===== src/rtl/mips_multicycle_ctrl.sv =====
// Main control FSM of the multicycle MIPS datapath.
// It sequences fetch, decode, execute, memory access and writeback.
// It also drives the register-file write port (RegWrite/RegDst/MemtoReg),
// the PC/IR/memory strobes and the ALU operand-mux controls.
// The 4-bit state register is the only storage. Every output is decoded
// combinationally from the state, and from op/mem_ready where they matter.
module mips_multicycle_ctrl #(
    parameter logic [5:0] OP_RTYPE = 6'b000000,
    parameter logic [5:0] OP_LW    = 6'b100011,
    parameter logic [5:0] OP_SW    = 6'b101011,
    parameter logic [5:0] OP_BEQ   = 6'b000100,
    parameter logic [5:0] OP_ADDI  = 6'b001000,
    parameter logic [5:0] OP_J     = 6'b000010
) (
    input  logic       clk,
    input  logic       reset,
    input  logic [5:0] op,
    input  logic       mem_ready,
    output logic       IRWrite,
    output logic       PCWrite,
    output logic       Branch,
    output logic       MemWrite,
    output logic       IorD,
    output logic       RegWrite,
    output logic       RegDst,
    output logic       MemtoReg,
    output logic       ALUSrcA,
    output logic [1:0] ALUSrcB,
    output logic [1:0] ALUOp,
    output logic [1:0] PCSrc,
    output logic       instr_done,
    output logic       illegal_op,
    output logic [3:0] state
);

    typedef enum logic [3:0] {
        S_FETCH   = 4'd0,
        S_DECODE  = 4'd1,
        S_MEMADR  = 4'd2,
        S_MEMRD   = 4'd3,
        S_MEMWB   = 4'd4,
        S_MEMWR   = 4'd5,
        S_EXECUTE = 4'd6,
        S_ALUWB   = 4'd7,
        S_BRANCH  = 4'd8,
        S_ADDIEX  = 4'd9,
        S_ADDIWB  = 4'd10,
        S_JUMP    = 4'd11
    } state_t;

    state_t cur_state;
    state_t nxt_state;

    assign state = cur_state;

    // State register; reset abandons any partial instruction and returns to FETCH.
    // NOTE: sequential state uses non-blocking (<=) so all flops update together at the edge.
    always_ff @(posedge clk or negedge reset) begin
        if (!reset) cur_state <= S_FETCH;
        else        cur_state <= nxt_state;
    end

    // Next-state and output decode for the current state.
    always_comb begin
        // NOTE: every output gets a default first, so no path through the case infers a latch.
        nxt_state  = S_FETCH;
        IRWrite    = 1'b0;
        PCWrite    = 1'b0;
        Branch     = 1'b0;
        MemWrite   = 1'b0;
        IorD       = 1'b0;
        RegWrite   = 1'b0;
        RegDst     = 1'b0;
        MemtoReg   = 1'b0;
        ALUSrcA    = 1'b0;
        ALUSrcB    = 2'b00;
        ALUOp      = 2'b00;
        PCSrc      = 2'b00;
        instr_done = 1'b0;
        illegal_op = 1'b0;

        case (cur_state)
            S_FETCH: begin
                // The PC+4 add runs every cycle. IR and PC commit only when memory delivers.
                ALUSrcB   = 2'b01;
                IRWrite   = mem_ready;
                PCWrite   = mem_ready;
                nxt_state = mem_ready ? S_DECODE : S_FETCH;
            end
            S_DECODE: begin
                // Branch target PC + (imm<<2) is computed speculatively here.
                ALUSrcB = 2'b11;
                case (op)
                    OP_LW, OP_SW: nxt_state = S_MEMADR;
                    OP_RTYPE:     nxt_state = S_EXECUTE;
                    OP_BEQ:       nxt_state = S_BRANCH;
                    OP_ADDI:      nxt_state = S_ADDIEX;
                    OP_J:         nxt_state = S_JUMP;
                    default: begin
                        illegal_op = 1'b1;
                        instr_done = 1'b1;
                        nxt_state  = S_FETCH;
                    end
                endcase
            end
            S_MEMADR: begin
                ALUSrcA   = 1'b1;
                ALUSrcB   = 2'b10;
                nxt_state = (op == OP_LW) ? S_MEMRD : S_MEMWR;
            end
            S_MEMRD: begin
                IorD      = 1'b1;
                nxt_state = mem_ready ? S_MEMWB : S_MEMRD;
            end
            S_MEMWB: begin
                RegWrite   = 1'b1;
                MemtoReg   = 1'b1;
                instr_done = 1'b1;
            end
            S_MEMWR: begin
                // The write strobe is held until memory acknowledges it.
                IorD       = 1'b1;
                MemWrite   = 1'b1;
                instr_done = mem_ready;
                nxt_state  = mem_ready ? S_FETCH : S_MEMWR;
            end
            S_EXECUTE: begin
                ALUSrcA   = 1'b1;
                ALUOp     = 2'b10;
                nxt_state = S_ALUWB;
            end
            S_ALUWB: begin
                RegWrite   = 1'b1;
                RegDst     = 1'b1;
                instr_done = 1'b1;
            end
            S_BRANCH: begin
                ALUSrcA    = 1'b1;
                ALUOp      = 2'b01;
                PCSrc      = 2'b01;
                Branch     = 1'b1;
                instr_done = 1'b1;
            end
            S_ADDIEX: begin
                ALUSrcA   = 1'b1;
                ALUSrcB   = 2'b10;
                nxt_state = S_ADDIWB;
            end
            S_ADDIWB: begin
                RegWrite   = 1'b1;
                instr_done = 1'b1;
            end
            S_JUMP: begin
                PCWrite    = 1'b1;
                PCSrc      = 2'b10;
                instr_done = 1'b1;
            end
            default: nxt_state = S_FETCH;  // codes 12-15: outputs stay 0, recover to FETCH
        endcase
    end

endmodule


===== config.mk =====
export PLATFORM = sky130hd
export DESIGN_NAME = mips_multicycle_ctrl
export DESIGN_NICKNAME = d
export VERILOG_FILES = /design/src/rtl/mips_multicycle_ctrl.sv
export SDC_FILE = /design/constraint.sdc
export NUM_CORES = 1
export LEC_CHECK = 0
export CAP_MARGIN = 25
export CORE_MARGIN = 2
export CORE_UTILIZATION = 32
export CTS_CLUSTER_DIAMETER = 120
export DETAILED_ROUTE_END_ITERATION = 7
export GPL_ROUTABILITY_DRIVEN = 0
export GPL_TIMING_DRIVEN = 0
export PLACE_DENSITY_LB_ADDON = 0.25
export SYNTH_ARGS = -nofsm -noshare
export SYNTH_HDL_FRONTEND = slang
export SYNTH_SLANG_ARGS = --single-unit

===== constraint.sdc =====
create_clock -name clk -period 2.87 [get_ports clk]
set_input_delay 0.861 -clock clk [delete_from_list [all_inputs] [get_ports clk]]
set_output_delay 0.861 -clock clk [all_outputs]
set_load 0.05 [all_outputs]

==> summary.txt <==
STA
  – Final setup violation count: 2
  – Slew headroom: 65.9%
  – Worst setup margin: -0.301 ns
  – Minimum clock period after layout: 3.17 ns
  – Worst clock skew: 0.00566 ns
  – Crit share post-route: 110%
  – Fin. max-slew vios: 0
  – Fmax: 315 MHz
  – RSZ-0062 raised after global routing: yes
  – Worst hold slack: 0.589 ns
  – Worst slew pin tran: 0.510 ns
  – Hold violation count in the final report: 0

Pwr
  – Power Total: 0.512 mW
  – IR drop worst, VDD: 252 uV
  – Leakage: 0.414 nW
  – PD cells: 577 mW/mm2

Clock tree
  – CTS clk-pin slew, worst paths: 0.04 ns
  – Root Buffer Master: clkbuf_4
  – H-tree depth: 1
  – Clock latency on the worst-skew pair: 0.24 ns
  – Hold-fix buffers, CTS: 0
  – TritonCTS clock tree: yes
  – CTS buffer count: 3
  – Clk sinks: 4
  – Clk buf depth: 2

Setup path
  – Crit path launch type: primary input
  – CP Capture Type: primary output
  – Setup CP Type: primary input to primary output
  – Critical Path AT: 2.31 ns
  – Required @ worst endpoint: 2.01 ns
  – CP max FO: 5
  – Crit path from: op[1]
  – R2r setup slk: 1.30 ns
  – Reg-to-Reg End: state[2]$_DFF_PN0_
  – Reg-to-Reg Start: state[1]$_DFF_PN0_
  – Worst R2R Path Depth: 4

Cells and area
  – Max reg flops: 4
  – Area growth from synthesis to layout: 75.1%
  – Ant diodes: 0
  – Layout Nets: 119
  – Fraction of layout cells with a size suffix above 1: 25.9%
  – Fill count: 147

Route
  – Mean routed wirelength per cell: 12.3 um
  – 1st-pass router iterations: 4
  – Routed WL: 1.53 mm
  – Antenna Violating Nets Remaining: 0
  – Initial drt markers: 20
  – Vias per cell: 5.54
  – Drt drc: 0
  – Vias: 687

Logic synthesis
  – Distinct cells, synth: 34
  – Largest family of logic cells by synthesized area: simple AND/OR/NAND/NOR gates
  – Net count after synthesis: 83
  – Post-Synth Simple-Gate Area: 41.7%
  – Area fraction in compound gates after synthesis: 24.9%
  – Synthesized instance count: 74
  – Sequential area share after synthesis: 19.8%
  – Yosys warns: 0
  – Xor/xnor share of the synthesized area: 3.46%
  – Mux contribution to synthesized area: 4.20%
  – Flops & latches, synth: 4
  – Post-Synth Adder-Cell Area: 0%
  – Synth Cell Area: 507 um2
  – Post-synthesis average cell area: 6.85 um2

Placement
  – Dpl ws: -1.25 ns
  – # port buffers: 29
  – Hpwl dp: 1.15 mm

Global route
  – Met3 Usage GRT: 1.67%
  – Met2 Use GR: 27.1%
  – Total track usage: 16.2%
  – Met1 usage: 20.6%
  – Most used routing layer: met2
  – Grt total ovfl: 0
  – Largest net degree at the start of global routing: 11
  – Initial antenna violation count: 0
  – Number of global-route vias before repair: 593
  – First-pass GRT wire length: 2.41 mm

Worst hold path
  – Worst Hold Class: flip-flop to flip-flop
  – Hold Path Sink: state[2]$_DFF_PN0_
  – Hold_sp: state[3]$_DFF_PN0_
  – Worst hold path depth: 1

Floorplanning
  – Area of the die: 0.00192 mm2
  – FP Rows: 14
  – Ports: 30
  – Core Area: 0.00149 mm2
  – Die Y-Extent: 43.8 um
  – Initial core utilization: 34.0%
  – Die W: 43.8 um

Flow run
  – Max-cap violation count: 0

Outcome
  – Failing checks: setup timing
  – Status: complete, but fails checks
-- Yosys cell counts, drive strengths merged --
master   instances  area, um2
mux2             1       11.3
clkinv           1       3.75
a21oi            5       25.0
o31ai            1       7.51
or4              3       22.5
nand3b           2       15.0
nand4            1       6.26
nor2b            2       12.5
nand3            3       15.0
buf              2       11.3
nand2            4       15.0
clkbuf           3       11.3
xor2             2       17.5
a31oi            1       6.26
nor2             9       33.8
and3             2       12.5
dfrtp            4        100
mux2i            1       10.0
o21ai            4       20.0
o21bai           1       7.51
inv              1       3.75
o21a             1       7.51
a211oi           1       7.51
nor3             6       30.0
and4             1       11.3
or2              1       6.26
nand2b           4       25.0
nor4             1       6.26
o211ai           1       7.51
o2bb2ai          1       8.76
a22oi            1       7.51
a211o            1       8.76
o22ai            2       12.5
-- per-stage QoR --
stage / instance area (um2) / TNS, ns / utilization, % / instances
after global placement: 848 / -3.67 / 57.0 / 119
final: 887 / -0.596 / 59.6 / 124
after floorplan: 538 / -0.492 / - / 74
after CTS: 893 / -0.682 / 60.0 / 125
after detailed placement: 848 / -3.76 / 57.0 / 119
after global routing: 887 / -0.636 / 59.6 / 124
-- logic make-up (layout without fill, tap and decap cells) --
kind of cell,Yosys count,count (layout)
buffers and inverters,7,41
muxes,2,2
and+or+nand+nor,39,39
AOI/OAI and AO/OA,20,20
DFF,4,4
xor gates and xnor gates,2,2
-- worst max-delay path, cell delays in order --
cell,delay (ns)
buf_8,0.10
or4_1,0.51
a211o_1,0.27
and4_4,0.19
or2_4,0.23
buf_8,0.15
-- layer usage --
layer	routed length [um]	share of wire, %
met5	0	0
met4	27	1.8
met3	100	6.6
met2	766	50
met1	631	41
-- area by class of cell --
cell class                      instances  area (um2)  area share [%]
Buffer                                  4        22.5            2.54
Tap cell                               16        20.0            2.26
Inverter                                2        7.51           0.846
Clock buffer                            3        22.5            2.54
Timing Repair Buffer                   32         307            34.6
Multi-Input combinational cell         63         408            46.0
Sequential cell                         4         100            11.3
-- placed cells by master, fill, tap and decap left out, types with 2 or more instances in the layout --
cell type         n
nor3_1            2
xor2_1            2
nor2_1            8
or4_1             3
a21oi_1           5
buf_8             4
dfrtp_1           4
nor2b_1           2
nand2b_1          4
nand3_1           3
clkbuf_2          2
o21ai_0           3
dlygate4sd2_1    11
clkdlybuf4s50_1   8
buf_2             4
buf_4             4
and3_1            2
clkbuf_4          3
nand2_1           4
nand3b_1          2
nor3_2            4
-- power by group --
group          internal, mW  switching [mW]
combinational         0.131           0.231
sequential           0.0637          0.0120
clock                0.0470          0.0270
-- repair_timing --
item | CTS | global route
pin swaps | 3 | 3
setup buffers | 3 | 0
resized for setup | 62 | 9
setup endpoints to repair | 17 | 10
-- how the worst max path moves through the flow --
stage,to,slack [ns]
detailed placement,instr_done,-1.25
global placement,instr_done,-1.23
finish,instr_done,-0.30
global route,instr_done,-0.32
CTS,instr_done,-0.35
floorplan,instr_done,-0.18
Note: power is estimated with default switching activity, not from simulation.
